--- src/rtl/mem_access.sv ---
// Memory/IO access stage: on T2 decodes LDA/STA/IN/OUT and runs one req/ready
// bus transfer, producing Rtemp for write-back and stalling T3 while busy.
module mem_access #(
  parameter int TIMEOUT = 16,
  parameter int CNT_W   = 5
) (
  input  logic        clk,
  input  logic        rst_n,
  input  logic        T2,
  input  logic [15:0] IR,
  input  logic [15:0] Addr,
  input  logic [7:0]  ALUOUT,
  output logic        bus_req,
  output logic        bus_we,
  output logic        bus_io,
  output logic [15:0] bus_addr,
  output logic [7:0]  bus_wdata,
  input  logic [7:0]  bus_rdata,
  input  logic        bus_ready,
  output logic [7:0]  Rtemp,
  output logic        stall,
  output logic        done,
  output logic        bus_err
);

  // Handshake: in BUS, bus_req stays high with address/data held until the
  // edge at which bus_ready is sampled high; that edge completes the transfer.
  localparam logic [4:0] OP_STA = 5'b00100;
  localparam logic [4:0] OP_LDA = 5'b00101;
  localparam logic [4:0] OP_IN  = 5'b01000;
  localparam logic [4:0] OP_OUT = 5'b01001;
  localparam logic [CNT_W-1:0] CNT_LAST = CNT_W'(TIMEOUT - 1);

  typedef enum logic [1:0] {S_IDLE, S_BUS, S_DONE} state_t;

  state_t           state_q, state_d;
  logic [CNT_W-1:0] cnt_q, cnt_d;
  logic             we_q, we_d;
  logic             io_q, io_d;
  logic [15:0]      addr_q, addr_d;
  logic [7:0]       wdata_q, wdata_d;
  logic [7:0]       rtemp_q, rtemp_d;
  logic             err_q, err_d;

  logic [4:0] opcode;
  logic       is_mem, is_wr, is_io;

  assign opcode = IR[15:11];
  assign is_wr  = (opcode == OP_STA) || (opcode == OP_OUT);
  assign is_io  = (opcode == OP_IN)  || (opcode == OP_OUT);
  assign is_mem = is_wr || is_io || (opcode == OP_LDA);

  always_comb begin
    state_d = state_q;
    cnt_d   = cnt_q;
    we_d    = we_q;
    io_d    = io_q;
    addr_d  = addr_q;
    wdata_d = wdata_q;
    rtemp_d = rtemp_q;
    err_d   = err_q;
    case (state_q)
      S_IDLE: begin
        if (T2) begin
          we_d    = is_wr;
          io_d    = is_io;
          addr_d  = is_io ? {8'h00, IR[7:0]} : Addr;
          wdata_d = ALUOUT;
          err_d   = 1'b0;
          cnt_d   = '0;
          state_d = is_mem ? S_BUS : S_DONE;
        end
      end
      S_BUS: begin
        // Ready is checked first so a completion on the last wait cycle is not an error.
        if (bus_ready) begin
          if (!we_q) rtemp_d = bus_rdata;
          state_d = S_DONE;
        end else if (cnt_q == CNT_LAST) begin
          err_d = 1'b1;
          if (!we_q) rtemp_d = 8'hFF;
          state_d = S_DONE;
        end else begin
          cnt_d = cnt_q + 1'b1;
        end
      end
      S_DONE:  state_d = S_IDLE;
      default: state_d = S_IDLE;
    endcase
  end

  always_ff @(posedge clk) begin
    if (!rst_n) begin
      state_q <= S_IDLE;
      cnt_q   <= '0;
      we_q    <= 1'b0;
      io_q    <= 1'b0;
      addr_q  <= 16'h0000;
      wdata_q <= 8'h00;
      rtemp_q <= 8'h00;
      err_q   <= 1'b0;
    end else begin
      state_q <= state_d;
      cnt_q   <= cnt_d;
      we_q    <= we_d;
      io_q    <= io_d;
      addr_q  <= addr_d;
      wdata_q <= wdata_d;
      rtemp_q <= rtemp_d;
      err_q   <= err_d;
    end
  end

  assign bus_req   = (state_q == S_BUS);
  assign stall     = (state_q == S_BUS);
  assign done      = (state_q == S_DONE);
  assign bus_we    = we_q;
  assign bus_io    = io_q;
  assign bus_addr  = addr_q;
  assign bus_wdata = wdata_q;
  assign Rtemp     = rtemp_q;
  assign bus_err   = err_q;

endmodule
--- config.mk ---
export PLATFORM = sky130hd
export DESIGN_NAME = mem_access
export DESIGN_NICKNAME = d
export VERILOG_FILES = /design/src/rtl/mem_access.sv
export SDC_FILE = /design/constraint.sdc
export NUM_CORES = 1
export LEC_CHECK = 0
export CAP_MARGIN = 15
export CORE_UTILIZATION = 35
export DETAILED_ROUTE_END_ITERATION = 8
export GPL_ROUTABILITY_DRIVEN = 1
export HOLD_SLACK_MARGIN = 0.08
export PLACE_DENSITY = 0.72
export SYNTH_ARGS = -nofsm -noshare
export SYNTH_HDL_FRONTEND = slang
export SYNTH_SLANG_ARGS = --single-unit
--- constraint.sdc ---
create_clock -name clk -period 5.3 [get_ports clk]
set_clock_uncertainty 0.15 [all_clocks]
set_input_delay 0.53 -clock clk [delete_from_list [all_inputs] [get_ports clk]]
set_output_delay 0.53 -clock clk [all_outputs]
set_load 0.005 [all_outputs]
==> results.md, run 1 <==
- Starting DRC count in detailed routing: 68
- Crit path max-delay cell type: clkdlybuf4s50_1
- Total DRC errors in the routed layout: 0
- Share of the yosys chip area belonging to registers: 0.488
- Floorplan core area: 0.00472 mm^2
- Pleak: ~1.1 nW
- Final setup violating endpoints: 0
- Capturing element type of the critical path: register
- Synthesis-to-finish area growth: 58.1%
- Worst hold slack: around 0.32 ns
- Number of port buffers: 86
- Number of cell rows: 25
- Max-cap violation count: 0
- Outcome: finished clean
- Count of synthesis-stage warnings from yosys: 0
- Setup bufs post-CTS: 0
- Final count of pins violating max slew: 0
- Finished Core Util: 0.577
- Aggregate global routing overflow: 0
- Portion of the clock cycle consumed by the worst path in the final layout: 0.493
- Root buf cell: clkbuf_8
- Total global routing track utilization: 0.158
- Overall die area: 0.00521 mm^2
- Vias in the first global route: 1417
- Initial antenna violation count: 0
- Worst hold path class: register to register
- CTS clk-pin slew, worst paths: about 0.080 ns
- NumNets Final: 291
- CTS tree: yes
- Global-route wire length before repair: 6490 um
- Number of non-filler instances in the completed layout: 305
- Via/cell ratio: 4.92
- Minimum clock period: 2.61 ns
- CP Max Fanout: 19
- Clock insertion delay at the later pin of the skew report: 0.29 ns
- Relative max-transition margin: 0.574
- Final weighted congestion in routability-driven placement: 0.746
- Diode insertion count for antenna repair: 0
- Maximum number of pins on one net before global-route repair: 28
- RSZ-0062 raised after global routing: no
- Critical path data required time: around 5.4 ns
- Async set-reset flop share out of synthesis: 0
- Overall routed net length: 4030 um
- Worst Setup Start Kind: primary input
- Synthesized net count: 211
- Num CTS Buffers: 5
- Clk buf depth: 2
- Maximum vdd ir drop: 0.000132 V
- Worst setup path category: primary input to register
- Arrival time at the worst endpoint: 2.70 ns
- Remaining number of nets flagged by the antenna check after routing: 0
- Height of the die: 72.2 um
- Avg Synthesized Cell Area: 11.0 um^2
- Post-placement cell count: around 300
- Count of flip-flops with a built-in enable after synthesis: 0
- Total of flip-flops plus latches after synthesis: 42
- Sink Count: 42
- Count of mapped cells out of synthesis: around 160
- Setup TNS after final layout: 0 ns
- Number of hold buffers added after CTS: 0
- Ports placed on the boundary: 90
- Post-cts gate resize count: 0
- Number of H-tree branching levels: 2
- Biggest cell delay along the critical path: 0.88 ns
- Fraction of layout cells with a size suffix above 1: 0.0504
- Pwr/cell area: about 270 mW/mm^2
- Netlist area before placement: between 0.0015 and 0.002 mm^2
- Synth Flop Type: dfxtp_1
- Length of the first detailed-routing pass in iterations: 6
- Number of endpoints with negative hold slack in the final report: 0
- Initial core utilization: 0.365
- DPL Wire Length: 2890 um
- Overall die width: 72.2 um
- Vias post-DR: 1500
- Number of distinct library cell variants in the gate-level netlist after synthesis: 36
- Max Freq: roughly 380 MHz
- Slew at the pin with the worst max-slew slack: 0.637 ns
- Critical path cell sequence: clkdlybuf4s50_1 > nand4bb_1 > nor2_1 > a22o_1
- Wire length per cell after detailed routing: 13.2 um
power breakdown:
group | internal (W) | leakage [nW] | total (W) | switching [W]
sequential | 0.000330 | 0.343 | 0.000339 | 0.00000906
combinational | 0.0000710 | 0.683 | 0.000106 | 0.0000346
clock | 0.000189 | 0.0683 | 0.000299 | 0.000111
flip-flops by register name, summed over array words and instances (netlist names):
signal     count
Rtemp          8
bus_addr      16
bus_err        1
bus_io         1
bus_wdata      8
bus_we         1
cnt_q          5
state_q        2
layout by cell type (no fill, tap or decap), types with 2 or more instances in the layout:
cell              n
a21boi_0          2
a21oi_1           3
a22o_1           17
and3_1            4
bufinv_16         2
clkbuf_8          5
clkdlybuf4s50_1  86
dfxtp_1          42
ha_1              2
inv_1             2
mux2i_1           9
nand2_1           3
nand3_1           4
nand3b_1         10
nor2_1            6
nor2b_1           4
o211a_1           8
o21a_1            2
o21ai_0           2
o2bb2ai_1         8
worst max-delay path, delay by kind of cell:
kind | cells | cell delay, ns
AO/OA/AOI/OAI | 1 | 0.22
AND/OR/NAND/NOR | 2 | 1.08
buffers and inverters | 1 | 0.88
synthesized netlist by cell type (all sizes together) (2+ instances only):
master | number | area [um^2]
inv | 2 | 7.51
buf | 9 | 76.3
a21oi | 3 | 15.0
a21boi | 2 | 15.0
o21ai | 2 | 10.0
a22o | 17 | 149
nand3 | 4 | 20.0
dfxtp | 42 | 841
mux2i | 9 | 90.1
o2bb2ai | 8 | 70.1
o21a | 2 | 15.0
ha | 2 | 25.0
nand2 | 3 | 11.3
nor4b | 2 | 17.5
o211a | 8 | 80.1
nor2b | 4 | 25.0
and3 | 4 | 25.0
clkbuf | 5 | 18.8
nor2 | 6 | 22.5
nand3b | 10 | 75.1
path summary, 6_finish.rpt:
path                       startpoint                  endpoint  slack (ns)  cells past startpoint
max                             rst_n  bus_addr[8]$_SDFFE_PN0P_        2.69                      4
min          bus_addr[7]$_SDFFE_PN0P_  bus_addr[7]$_SDFFE_PN0P_        0.32                      1
max reg2reg     cnt_q[0]$_SDFFE_PN0P_     cnt_q[4]$_SDFFE_PN0P_        3.04                      6
min reg2reg  bus_addr[7]$_SDFFE_PN0P_  bus_addr[7]$_SDFFE_PN0P_        0.32                      1
final cells by class:
class | instances | area (um^2)
clock buffers | 5 | 68.8
repair buffers | 87 | 868
well taps | 67 | 83.8
fillers | 410 | 2000
flip-flops and latches | 42 | 841
inverters | 2 | 7.51
multi-input cells | 99 | 787
clock inverters | 3 | 68.8
through the flow:
stage / worst slack [ns] / instance area [um^2] / total power [W]
after floorplan: 3.24 / 1720 / 0.000386
after global placement: 2.40 / 2590 / 0.000452
after detailed placement: 2.35 / 2590 / 0.000453
after CTS: 2.65 / 2730 / 0.000751
after global routing: 2.48 / 2730 / 0.000774
final: 2.69 / 2730 / 0.000744
kinds of logic (layout without fill, tap and decap cells):
family	after synthesis	in the layout	share of synthesized area
compound gates	46	46	0.224
xor+xnor	1	1	0.00508
fa+ha+maj	2	2	0.0145
buf+inv	16	97	0.0595
flops	42	42	0.488
mux	9	9	0.0523
simple gates	41	41	0.157
metal layers:
layer | track usage | routed length (um)
met5 | 0 | 0
met4 | 0.0588 | 80
met3 | 0.0458 | 244
met2 | 0.244 | 1820
met1 | 0.209 | 1890
Power figures use the tool's default switching activity.
==> run 2: changes to the inputs <==
--- a/config.mk
+++ b/config.mk
@@ -10,7 +10,7 @@
 export DETAILED_ROUTE_END_ITERATION = 8
 export GPL_ROUTABILITY_DRIVEN = 1
 export HOLD_SLACK_MARGIN = 0.08
-export PLACE_DENSITY = 0.72
+export PLACE_DENSITY = 0.75
 export SYNTH_ARGS = -nofsm -noshare
 export SYNTH_HDL_FRONTEND = slang
 export SYNTH_SLANG_ARGS = --single-unit
==> constraint.sdc (replaced) <==
create_clock -name clk -period 2.3 [get_ports clk]
set_clock_uncertainty 0.15 [all_clocks]
set_input_delay 0.23 -clock clk [delete_from_list [all_inputs] [get_ports clk]]
set_output_delay 0.23 -clock clk [all_outputs]
set_load 0.005 [all_outputs]
==> results.md, run 2 (synthesized netlist as in run 1, its figures left out) <==
- Number of cell rows: 25 (unchanged)
- Maximum number of pins on one net before global-route repair: 28 (unchanged)
- Wire length per cell after detailed routing: 13.5 um (+2.4%)
- Ports placed on the boundary: 90 (unchanged)
- Floorplan core area: 0.00472 mm^2 (unchanged)
- Pwr/cell area: 548 mW/mm^2 (+100%)
- Critical path data required time: 2.36 ns (-3.03 ns)
- Starting DRC count in detailed routing: 62 (-8.8%)
- Initial antenna violation count: 0 (unchanged)
- Length of the first detailed-routing pass in iterations: 4 (-2)
- CP Max Fanout: 6 (-13)
- Via/cell ratio: 4.98 (+1.3%)
- Filler cell count in the final layout: 437 (+6.6%)
- Outcome: finished clean
- Maximum vdd ir drop: 0.000398 V (+200%)
- Arrival time at the worst endpoint: 2.22 ns (-0.48 ns)
- NumNets Final: 295 (+1.4%)
- Final setup violating endpoints: 0 (unchanged)
- Worst setup path category: register to register
- Height of the die: 72.2 um (unchanged)
- Diode insertion count for antenna repair: 0 (unchanged)
- Capturing element type of the critical path: register
- Global-route wire length before repair: 6410 um (-1.3%)
- Slew at the pin with the worst max-slew slack: 0.615 ns (-0.0218 ns)
- Number of port buffers: 86 (unchanged)
- Max Freq: 464 MHz
- Clk buf depth: 2 (unchanged)
- Vias post-DR: 1540 (+2.7%)
- Total global routing track utilization: 0.157 (-0.00136)
- Setup bufs post-CTS: 0 (unchanged)
- DPL Wire Length: 3040 um (+5.1%)
- Finished Core Util: 0.576 (-0.00106)
- Clock insertion delay at the later pin of the skew report: 0.28 ns (about the same)
- Pleak: 1.10 nW (+0.12%)
- Portion of the clock cycle consumed by the worst path in the final layout: 0.938
- Number of stages on the worst hold path: 1 (unchanged)
- Initial core utilization: 0.365 (unchanged)
- Most frequent cells in the layout: 86 x clkdlybuf4s50_1, 42 x dfxtp_1, 17 x a22o_1
- Most common cell after layout, fill and taps aside: clkdlybuf4s50_1
- RSZ-0062 raised after global routing: no
- Sink Count: 42 (unchanged)
- Final weighted congestion in routability-driven placement: 0.718 (-3.8%)
- CTS tree: yes
- Final count of pins violating max slew: 0 (unchanged)
- Overall die area: 0.00521 mm^2 (unchanged)
- Fraction of layout cells with a size suffix above 1: 0.0661 (+0.0157)
- Number of endpoints with negative hold slack in the final report: 0 (unchanged)
- Relative max-transition margin: 0.588 (+0.0143)
- Max-cap violation count: 0 (unchanged)
- Minimum clock period: 2.16 ns
- Root buf cell: clkbuf_8
- Worst hold path class: register to register
- Overall die width: 72.2 um (unchanged)
- Worst Setup Start Kind: register
- Num CTS Buffers: 5 (unchanged)
- Aggregate global routing overflow: 0 (unchanged)
- Worst reg2reg path depth: 6 (unchanged)
- Overall routed net length: 4180 um (+3.7%)
- Setup TNS after final layout: 0 ns (unchanged)
- Remaining number of nets flagged by the antenna check after routing: 0 (unchanged)
- Total DRC errors in the routed layout: 0 (unchanged)
- Synthesis-to-finish area growth: 57.8%
- Number of H-tree branching levels: 2 (unchanged)
- Max reg flops: 16 (unchanged)
- Vias in the first global route: 1407 (-0.71%)
- CTS clk-pin slew, worst paths: 0.08 ns (about the same)
run 2: worst paths after layout:
kind / from / to / slack (ns)
max: cnt_q[0]$_SDFFE_PN0P_ / cnt_q[3]$_SDFFE_PN0P_ / 0.14
min: bus_addr[4]$_SDFFE_PN0P_ / bus_addr[4]$_SDFFE_PN0P_ / 0.32
max reg2reg: cnt_q[0]$_SDFFE_PN0P_ / cnt_q[3]$_SDFFE_PN0P_ / 0.14
min reg2reg: bus_addr[4]$_SDFFE_PN0P_ / bus_addr[4]$_SDFFE_PN0P_ / 0.32
run 2: worst max-delay path, cell delays in order (launching register included):
cell and delay, ns:
dfxtp_1 0.34, ha_1 0.24, and3_1 0.19, ha_1 0.23, or4b_4 0.54, a21oi_1 0.21
mux2i_1 0.19
run 2: routing by layer:
layer  up-vias  wire, um  GRT usage
li1        757         -          -
met1       717      1870      0.194
met2        57      2030      0.269
met3         9       207     0.0347
met4         0        74     0.0523
met5         -         0          0
run 2: layout make-up:
class / count / area (um^2) / share of cell area
clock inverters: 2 / 13.8 / 0.00506
clock buffers: 6 / 72.6 / 0.0267
multi-input cells: 99 / 791 / 0.291
flip-flops and latches: 42 / 841 / 0.309
inverters: 2 / 7.51 / 0.00276
repair buffers: 91 / 911 / 0.335
well taps: 67 / 83.8 / 0.0308
run 2: what timing repair did:
action                                 CTS  global route
hold buffers                             0             0
setup endpoints to repair                0             2
endpoints found under the hold margin    0             0
gates resized for setup                  0             1
run 2: metrics by stage:
stage | hold WS [ns] | setup WS [ns] | instance area, um^2 | power (W) | cells
after floorplan | 0.205 | 0.241 | 1720 | 0.000890 | 157
after detailed placement | 0.298 | 0.0951 | 2630 | 0.00105 | 301
final | 0.319 | 0.143 | 2720 | 0.00149 | 309
after global routing | 0.336 | 0.0170 | 2720 | 0.00156 | 309
after CTS | 0.322 | 0.0718 | 2720 | 0.00151 | 309
after global placement | 0.293 | 0.139 | 2630 | 0.00105 | 301
run 2: power by group:
part	leakage (nW)	internal, W	total (W)	switching, W
registers	0.343	0.000761	0.000781	0.0000207
clock network	0.0452	0.000214	0.000456	0.000242
logic	0.708	0.000169	0.000252	0.0000828
total	1.10	0.00114	0.00149	0.000345
